`src/rtl/sram_stage_sequencer.sv`:
```
// ---------------------------------------------------------------------------
// sram_stage_sequencer
//
// Owns the single SRAM port and hands it out in a fixed order. The display
// holds it while idle. A UART start bit hands it to the UART receiver until the
// line has been quiet for TIMEOUT_CYCLES. After that, NUM_STAGES processing
// stages get it one after another. Each stage uses a start/done handshake, and
// any stage can be bypassed with its skip bit.
//
// Optional feature macro: STAGE_WATCHDOG_EN
//   When this macro is defined, a stage that runs for WATCHDOG_CYCLES without
//   raising done is abandoned. The sequencer returns to idle and sets the
//   sticky watchdog_error flag. When it is undefined, stages may run for any
//   length of time and watchdog_error is tied low.
//
// Ports
//   Clock, Resetn       clock, asynchronous active-low reset
//   UART_RX_I           UART line; a low level while idle is a start bit
//   UART_we_n           UART write strobe (active low), UART_address, UART_write_data
//   VGA_address         display read address
//   stage_address       packed per-stage addresses, stage i at [i*ADDR_W +: ADDR_W]
//   stage_write_data    packed per-stage data, stage i at [i*DATA_W +: DATA_W]
//   stage_we_n          per-stage write enable (active low)
//   stage_done          per-stage completion, stage_skip per-stage bypass
//   stage_start         one-hot start, held high while that stage runs
//   UART_rx_initialize  1-cycle pulse on start-bit detection
//   UART_rx_enable      1-cycle pulse in the cycle after initialize
//   VGA_enable          high only while idle
//   SRAM_address, SRAM_write_data, SRAM_we_n   muxed SRAM port
//   current_stage       index of the active or next stage
//   busy                high whenever not idle
//   sequence_done       1-cycle pulse when the last stage completes or is skipped
//   watchdog_error      sticky stage-timeout flag
// ---------------------------------------------------------------------------
module sram_stage_sequencer #(
    parameter int ADDR_W          = 18,
    parameter int DATA_W          = 16,
    parameter int NUM_STAGES      = 3,
    parameter int TIMEOUT_CYCLES  = 50000000,
    parameter int WATCHDOG_CYCLES = 16777216,
    localparam int SIDX_W = (NUM_STAGES > 1) ? $clog2(NUM_STAGES) : 1
) (
    input  logic                         Clock,
    input  logic                         Resetn,
    input  logic                         UART_RX_I,
    input  logic                         UART_we_n,
    input  logic [ADDR_W-1:0]            UART_address,
    input  logic [DATA_W-1:0]            UART_write_data,
    input  logic [ADDR_W-1:0]            VGA_address,
    input  logic [NUM_STAGES*ADDR_W-1:0] stage_address,
    input  logic [NUM_STAGES*DATA_W-1:0] stage_write_data,
    input  logic [NUM_STAGES-1:0]        stage_we_n,
    input  logic [NUM_STAGES-1:0]        stage_done,
    input  logic [NUM_STAGES-1:0]        stage_skip,
    output logic [NUM_STAGES-1:0]        stage_start,
    output logic                         UART_rx_initialize,
    output logic                         UART_rx_enable,
    output logic                         VGA_enable,
    output logic [ADDR_W-1:0]            SRAM_address,
    output logic [DATA_W-1:0]            SRAM_write_data,
    output logic                         SRAM_we_n,
    output logic [SIDX_W-1:0]            current_stage,
    output logic                         busy,
    output logic                         sequence_done,
    output logic                         watchdog_error
);

    // Reception and stage execution never overlap. One counter therefore
    // serves as both the UART idle timer and the stage watchdog, and it is
    // sized for the larger of the two limits.
    localparam int CNT_MAX = (TIMEOUT_CYCLES > WATCHDOG_CYCLES) ? TIMEOUT_CYCLES : WATCHDOG_CYCLES;
    localparam int CNT_W   = (CNT_MAX > 2) ? $clog2(CNT_MAX) : 1;

    localparam logic [CNT_W-1:0]  TIMEOUT_LAST = CNT_W'(TIMEOUT_CYCLES - 1);
    localparam logic [SIDX_W-1:0] LAST_STAGE   = SIDX_W'(NUM_STAGES - 1);

    typedef enum logic [1:0] {
        S_IDLE,
        S_UART_RX,
        S_STAGE_ENTER,
        S_STAGE_RUN
    } state_t;

    state_t                state, next_state;
    logic [CNT_W-1:0]      timer, next_timer;
    logic [SIDX_W-1:0]     next_stage;
    logic [NUM_STAGES-1:0] next_start;
    logic                  next_init;
    logic                  next_enable;
    logic                  next_seq_done;
    logic                  next_wd_error;

    // State register. Every output except the SRAM mux, busy and VGA_enable
    // is registered here, so downstream logic never sees combinational glitches.
    always_ff @(posedge Clock or negedge Resetn) begin
        if (!Resetn) begin
            state              <= S_IDLE;
            timer              <= '0;
            current_stage      <= '0;
            stage_start        <= '0;
            UART_rx_initialize <= 1'b0;
            UART_rx_enable     <= 1'b0;
            sequence_done      <= 1'b0;
        end else begin
            state              <= next_state;
            timer              <= next_timer;
            current_stage      <= next_stage;
            stage_start        <= next_start;
            UART_rx_initialize <= next_init;
            UART_rx_enable     <= next_enable;
            sequence_done      <= next_seq_done;
        end
    end

`ifdef STAGE_WATCHDOG_EN
    localparam logic [CNT_W-1:0] WD_LAST = CNT_W'(WATCHDOG_CYCLES - 1);

    // Sticky error flag; only reset clears it.
    always_ff @(posedge Clock or negedge Resetn) begin
        if (!Resetn) begin
            watchdog_error <= 1'b0;
        end else begin
            watchdog_error <= next_wd_error;
        end
    end
`else
    assign watchdog_error = 1'b0;
`endif

    // Next-state logic. Pulses default to low, and start is held until the
    // running stage reports done. A skipped or completed final stage returns
    // to idle with stage index 0 and pulses sequence_done.
    always_comb begin
        next_state    = state;
        next_timer    = timer;
        next_stage    = current_stage;
        next_start    = stage_start;
        next_init     = 1'b0;
        next_enable   = 1'b0;
        next_seq_done = 1'b0;
        next_wd_error = watchdog_error;

        case (state)
            S_IDLE: begin
                if (!UART_RX_I) begin
                    next_state = S_UART_RX;
                    next_init  = 1'b1;
                    next_timer = '0;
                end
            end

            S_UART_RX: begin
                next_enable = UART_rx_initialize;
                // The timeout check comes first, so a write strobe in the
                // expiry cycle cannot extend reception.
                if (timer == TIMEOUT_LAST) begin
                    next_timer = '0;
                    next_stage = '0;
                    next_state = S_STAGE_ENTER;
                end else if (!UART_we_n) begin
                    next_timer = '0;
                end else begin
                    next_timer = timer + CNT_W'(1);
                end
            end

            S_STAGE_ENTER: begin
                next_timer = '0;
                if (stage_skip[current_stage]) begin
                    if (current_stage == LAST_STAGE) begin
                        next_state    = S_IDLE;
                        next_stage    = '0;
                        next_seq_done = 1'b1;
                    end else begin
                        next_stage = current_stage + SIDX_W'(1);
                    end
                end else begin
                    next_start = NUM_STAGES'(1) << current_stage;
                    next_state = S_STAGE_RUN;
                end
            end

            S_STAGE_RUN: begin
                // Only the running stage's done bit matters. Done takes
                // priority over watchdog expiry in the same cycle.
                if (stage_done[current_stage]) begin
                    next_start = '0;
                    if (current_stage == LAST_STAGE) begin
                        next_state    = S_IDLE;
                        next_stage    = '0;
                        next_seq_done = 1'b1;
                    end else begin
                        next_stage = current_stage + SIDX_W'(1);
                        next_state = S_STAGE_ENTER;
                    end
                end
`ifdef STAGE_WATCHDOG_EN
                else if (timer == WD_LAST) begin
                    next_start    = '0;
                    next_state    = S_IDLE;
                    next_stage    = '0;
                    next_timer    = '0;
                    next_wd_error = 1'b1;
                end else begin
                    next_timer = timer + CNT_W'(1);
                end
`endif
            end

            default: begin
                next_state = S_IDLE;
            end
        endcase
    end

    assign busy       = (state != S_IDLE);
    assign VGA_enable = (state == S_IDLE);

    // SRAM port mux. It is selected purely from registered state. Idle and
    // stage-enter cycles both present the display address with writes off.
    always_comb begin
        SRAM_address    = VGA_address;
        SRAM_write_data = '0;
        SRAM_we_n       = 1'b1;
        case (state)
            S_UART_RX: begin
                SRAM_address    = UART_address;
                SRAM_write_data = UART_write_data;
                SRAM_we_n       = UART_we_n;
            end
            S_STAGE_RUN: begin
                SRAM_address    = stage_address[current_stage*ADDR_W +: ADDR_W];
                SRAM_write_data = stage_write_data[current_stage*DATA_W +: DATA_W];
                SRAM_we_n       = stage_we_n[current_stage];
            end
            default: begin
                SRAM_we_n = 1'b1;
            end
        endcase
    end

endmodule
```
`config.mk`:
```
export PLATFORM = sky130hd
export DESIGN_NAME = sram_stage_sequencer
export DESIGN_NICKNAME = d
export VERILOG_FILES = /design/src/rtl/sram_stage_sequencer.sv
export SDC_FILE = /design/constraint.sdc
export NUM_CORES = 1
export LEC_CHECK = 0
export ABC_AREA = 1
export BUFFER_PORTS_ARGS = -buffer_cell sky130_fd_sc_hd__buf_2
export CORE_MARGIN = 3
export CORE_UTILIZATION = 43
export CTS_BUF_LIST = sky130_fd_sc_hd__clkbuf_8 sky130_fd_sc_hd__clkbuf_16
export CTS_CLUSTER_SIZE = 12
export DETAILED_ROUTE_END_ITERATION = 8
export GPL_TIMING_DRIVEN = 0
export PLACE_DENSITY_LB_ADDON = 0.2
export SYNTH_ARGS = -nofsm -noshare
export SYNTH_HDL_FRONTEND = slang
export SYNTH_SLANG_ARGS = --single-unit
export TNS_END_PERCENT = 50
```
`constraint.sdc`:
```
create_clock -name Clock -period 1.8 [get_ports Clock]
set_input_delay 0.36 -clock Clock [delete_from_list [all_inputs] [get_ports Clock]]
set_output_delay 0.36 -clock Clock [all_outputs]
set_load 0.1 [all_outputs]
```
# --- Word-level counts from Yosys, hierarchy flattened ---
# Index checks and enable logic that the tools add are counted.
word_totals:
  regBits: 36
  latchBits: 0
  mem_bits_rw: 0
  mem_bits_ro: 0
  output_inout_bits: 46
  word_cells: 69
  memories: 0
op_classes:
  add_sub_neg: 2
  n_mul: 1
  div_mod_pow: 0
  n_lt_le_gt_ge: 1
  eq_ne: 11
  shift: 3
  muxes: 35
  bitwise_logic: 0
  reduce_logical: 9
ops:
  columns: ["operator", "n"]
  rows:
  - ["$mux 26", 3]
  - ["$pmux 26 s3", 1]
  - ["$shiftx 54x8->18", 1]
  - ["$shiftx 48x7->16", 1]
  - ["$pmux 18 s2", 1]
  - ["$pmux 16 s2", 1]
  - ["$add 26x1->26 const B", 1]
  - ["$eq 26x26->1 const B", 1]
  - ["$mux 2", 10]
  - ["$ne 2x2->1 const B", 5]
  - ["$mux 1", 9]
  - ["$pmux 2 s4", 1]
  - ["$reduce_and 4->1", 2]
  - ["$bmux 1 s2", 3]
  - ["$eq 2x2->1 const B", 3]
  - ["$mul 2x4->6 const B", 1]
  - ["$mux 3", 2]
  - ["$pmux 2 s3", 1]
  - ["$pmux 3 s2", 1]
  - ["$reduce_bool 3->1", 2]
  - ["$pmux 1 s2", 2]
  - ["$reduce_bool 2->1", 2]
  - ["$lt 2x3->1 const B", 1]
  - ["$ne 3x3->1 const B", 1]
  - ["other kinds (6)", 6]

# --- Depth between registers and ports, before layout ---
logic_depth:
  word_depth: 4
  ltp_mapped: 11
  mapped_depth_nobuf: 10

# --- Least setup slack after synthesis ---
# OpenSTA, ideal clock, no wires.
synth_path:
  kind: "flip-flop to output port"
  startpoint: "reg current_stage[0]"
  endpoint: "out SRAM_we_n"
  arrival_ns: 3.368
  t_required_ns: 1.440
  slack_ns: -1.928
  stages_incl_launch_ff: 6
  path_buffers: 1
  path_cell_list: "dfrtp_1 inv_1 nor2_4 buf_2 a22oi_1 a32oi_1"
synth_via:
  elab_chain_len: 3
synth_lines:
  columns: ["item", "line", "source"]
  rows:
  - ["from (decl)", "62", "output logic [SIDX_W-1:0] current_stage,"]
  - ["from (signal assigned)", "107", "current_stage <= next_stage;"]
  - ["$bmux 1 s2", "234", "SRAM_we_n = stage_we_n[current_stage];"]
  - ["$mux 1 (not written as such)", "234", null]
  - ["$pmux 1 s2", "225", "case (state)"]
  - ["to (decl)", "61", "output logic SRAM_we_n,"]
# No other way between the ends. The select of a mux whose other input is x is not followed.

# --- Worst setup path in the final report ---
layout_path:
  startpoint: "reg current_stage[0]"
  endpoint: "out SRAM_address[8]"
layout_via:
  elab_chain_len: 3
layout_lines:
  columns: ["item", "line", "source"]
  rows:
  - ["$mul 2x4->6", "232", "SRAM_address = stage_address[current_stage*ADDR_W +: ADDR_W];"]
  - ["$shiftx 54x8->18", "232", null]
  - ["$pmux 18 s2", "225", null]
  - ["to (decl)", "59", "output logic [ADDR_W-1:0] SRAM_address,"]
# No other way between the ends.

==> metrics.md <==
| Metric | Value |
|---|---|
| Status | `complete, but fails checks` |
| Violated checks | `DRC, setup timing` |
| Internal reg-to-reg setup slack | `-0.35 ns` |
| Crit path capture | `SRAM_address[8]` |
| Grt total ovfl | `0` |
| Synthesized Nets | `721` |
| Initial Util | `44.5%` |
| Skew-Pair Late Insertion Delay | `0.32 ns` |
| Register area share after synthesis | `27.8%` |
| Total track usage | `36.9%` |
| Slew HR | `44.4%` |
| Fin crit share | `132%` |
| Reg2reg end | `sequence_done` |
| Clk pin slew, worst setup/hold paths | `0.09 ns` |
| DRT Pass-1 Iters | `9` |
| Post-route setup slack | `-0.584 ns` |
| Leakage | `3.15 nW` |
| Worst Skew | `0.0156 ns` |
| CTS H-tree depth | `2` |
| Arr. time, crit path | `2.02 ns` |
| Fmax | `420 MHz` |
| Area fraction of the dominant cell type after synthesis | `28.0%` |
| CP Capture Type | `primary output` |
| Number of global-route vias before repair | `5113` |
| Number of enable flip-flop cells after synthesis | `0` |
| FF+latch area | `911 µm²` |
| WS Path Type | `flop to primary output` |
| CP Data Required Time | `1.44 ns` |
| Most used DFF post-synth | `dfrtp_1` |
| Initial antenna violation count | `3` |
| Place WS | `-0.676 ns` |
| Power Density | `396 nW/µm²` |
| Port buffer count | `211` |
| Worst R2R Path Depth | `7` |
| P&R area growth vs syn | `93.4%` |
| I/O pins | `213` |
| Wire length per cell | `26.4 µm` |
| Worst VDD drop | `276 µV` |
| Routability cong. | `0.916` |
| Post-layout util | `86.1%` |
| Flops & latches, synth | `36` |
| WL final | `23800 µm` |
| Root buffer cell | `clkbuf_8` |
| CTS Buf Count | `5` |
| Fraction of layout cells with a size suffix above 1 | `51.5%` |
| HP Class | `input pin to asynchronous set/reset pin` |
| Most frequent cell after synthesis | `nand2_1` |
| Via-to-Cell Ratio | `6.75` |
| FP Rows | `31` |
| CTS tree | `done` |
| Yosys warning total | `0` |
| Mean Syn Cell Area | `5.87 µm²` |
| Yosys cell types | `34` |
| Post-synth top area cell | `nand2_1` |
| Max-cap check violation count | `0` |
| DP Wirelength | `11100 µm` |
| Die Y | `92.9 µm` |
| Final #Nets | `965` |
| Largest cells by area after synthesis | `nand2_1, dfrtp_1, nand3_1, nor2_1, a22o_1` |
| DRC | `1` |
| FF-to-FF Start | `current_stage[1]` |
| Most frequent cells after synthesis | `nand2_1, nand3_1, nor2_1` |
| Global-route wire length before repair | `25200 µm` |
| Synth Cell Area | `3250 µm²` |
| Tmin final | `2.38 ns` |
| ANT nets after route | `0` |
| Final setup vio count | `50` |
| Clk sink count | `36` |
| Final Slew Violations | `0` |
| Die Width | `92.9 µm` |
| Fillers | `356` |
| CP startpoint | `current_stage[0]` |
| Cts hold-fix bufs | `0` |
| Hold Vio Cnt, Final | `0` |
| Largest net degree at the start of global routing | `37` |
| Multi-input logic area | `2830 µm²` |
| Core Area | `7290 µm²` |
| Initial drt markers | `1173` |
| Worst Max-Slew Pin Slew | `0.835 ns` |
| CP Max Fanout | `9` |
| Die ar. | `8630 µm²` |
| Unrepaired setup endpoints after global routing | `yes` |
| Max Root-Sink Buffers | `2` |
| Worst Setup Start Kind | `flop` |
| Synth async-reset ratio | `100%` |
| Setup TNS | `-18.23 ns` |
| Vias post-DR | `6091` |
| Post-Syn Instances | `553` |
report_power, final:
group | internal [mW] | switching (mW) | total (mW)
clock network | 0.306 | 0.342 | 0.648
registers | 0.813 | 0.00764 | 0.821
logic | 0.395 | 0.623 | 1.02
cell families after synthesis:
kind of cell | count (synthesis) | share of synthesized area, %
DFF | 36 | 27.8
buffers and inverters | 64 | 8.29
AOI/OAI and AO/OA | 48 | 10.4
other | 1 | 0.116
and+or+nand+nor | 394 | 50.7
adders and majority gates | 1 | 0.385
xor gates and xnor gates | 9 | 2.43
how the worst min path moves through the flow:
stage	slack, ns	end	cells past startpoint
after floorplan	0.06	UART_rx_enable	0
after global placement	0.48	timer[13]	1
after detailed placement	0.49	stage_start[0]	2
after CTS	0.18	timer[1]	1
after global routing	0.22	sequence_done	1
final	0.14	timer[24]	1
area by class of cell:
cell class | instances | share of cell area, %
multi-input cells | 453 | 45.0
repair buffers | 237 | 30.0
plain buffers | 23 | 4.11
clock inverters | 2 | 0.159
inverters | 41 | 2.69
flip-flops and latches | 36 | 14.5
clock buffers | 6 | 1.32
diodes | 5 | 0.199
well taps | 99 | 1.97
layer usage:
| layer | vias up | track usage [%] | share of wire, % |
|---|---|---|---|
| li1 | 2285 | - | - |
| met1 | 2639 | 41.7 | 29 |
| met2 | 798 | 63.0 | 41 |
| met3 | 369 | 8.45 | 16 |
| met4 | 0 | 22.1 | 14 |
| met5 | - | 0 | 0 |
what timing repair did:
action                     in CTS  in global routing
gates resized for setup       193                101
pin swaps                       8                 21
cloned                          4                  4
setup buffers                  17                  4
setup endpoints to repair      35                 55
critical path: stages, from the launching register on:
cell	delay (ns)
dfrtp_4	0.56
inv_4	0.09
nor2_4	0.05
buf_12	0.15
clkbuf_16	0.16
nand2_1	0.13
nand3_2	0.09
a22oi_2	0.20
nand2_4	0.10
buf_12	0.17
flip-flops by register name (all words and copies together) (netlist names):
register / flops
state: 2
UART_rx_enable: 1
current_stage: 2
stage_start: 3
sequence_done: 1
timer: 26
UART_rx_initialize: 1
cell usage in the layout, fill, tap and decap left out, types with 13 or more instances in the layout:
cell type,netlist,final
nor2_1,57,55
dfrtp_1,36,32
a22o_4,0,13
inv_1,35,34
buf_4,1,21
nand2_1,242,185
nand3_4,0,13
nand3_1,68,31
buf_12,0,37
o21ai_0,14,14
nand3_2,2,26
nand2_2,0,37
nand2_4,0,20
buf_2,14,177
metrics by stage:
step / total power, mW / hold slack, ns / instances / area [µm²]
final: 2.49 / 0.141 / 902 / 6280
after global routing: 2.52 / 0.216 / 902 / 6280
after CTS: 2.33 / 0.177 / 892 / 5770
after detailed placement: 1.56 / 0.491 / 863 / 4820
after global placement: 1.55 / 0.483 / 863 / 4820
after floorplan: 1.30 / 0.0644 / 553 / 3640
(Power assumes the default switching activity.)
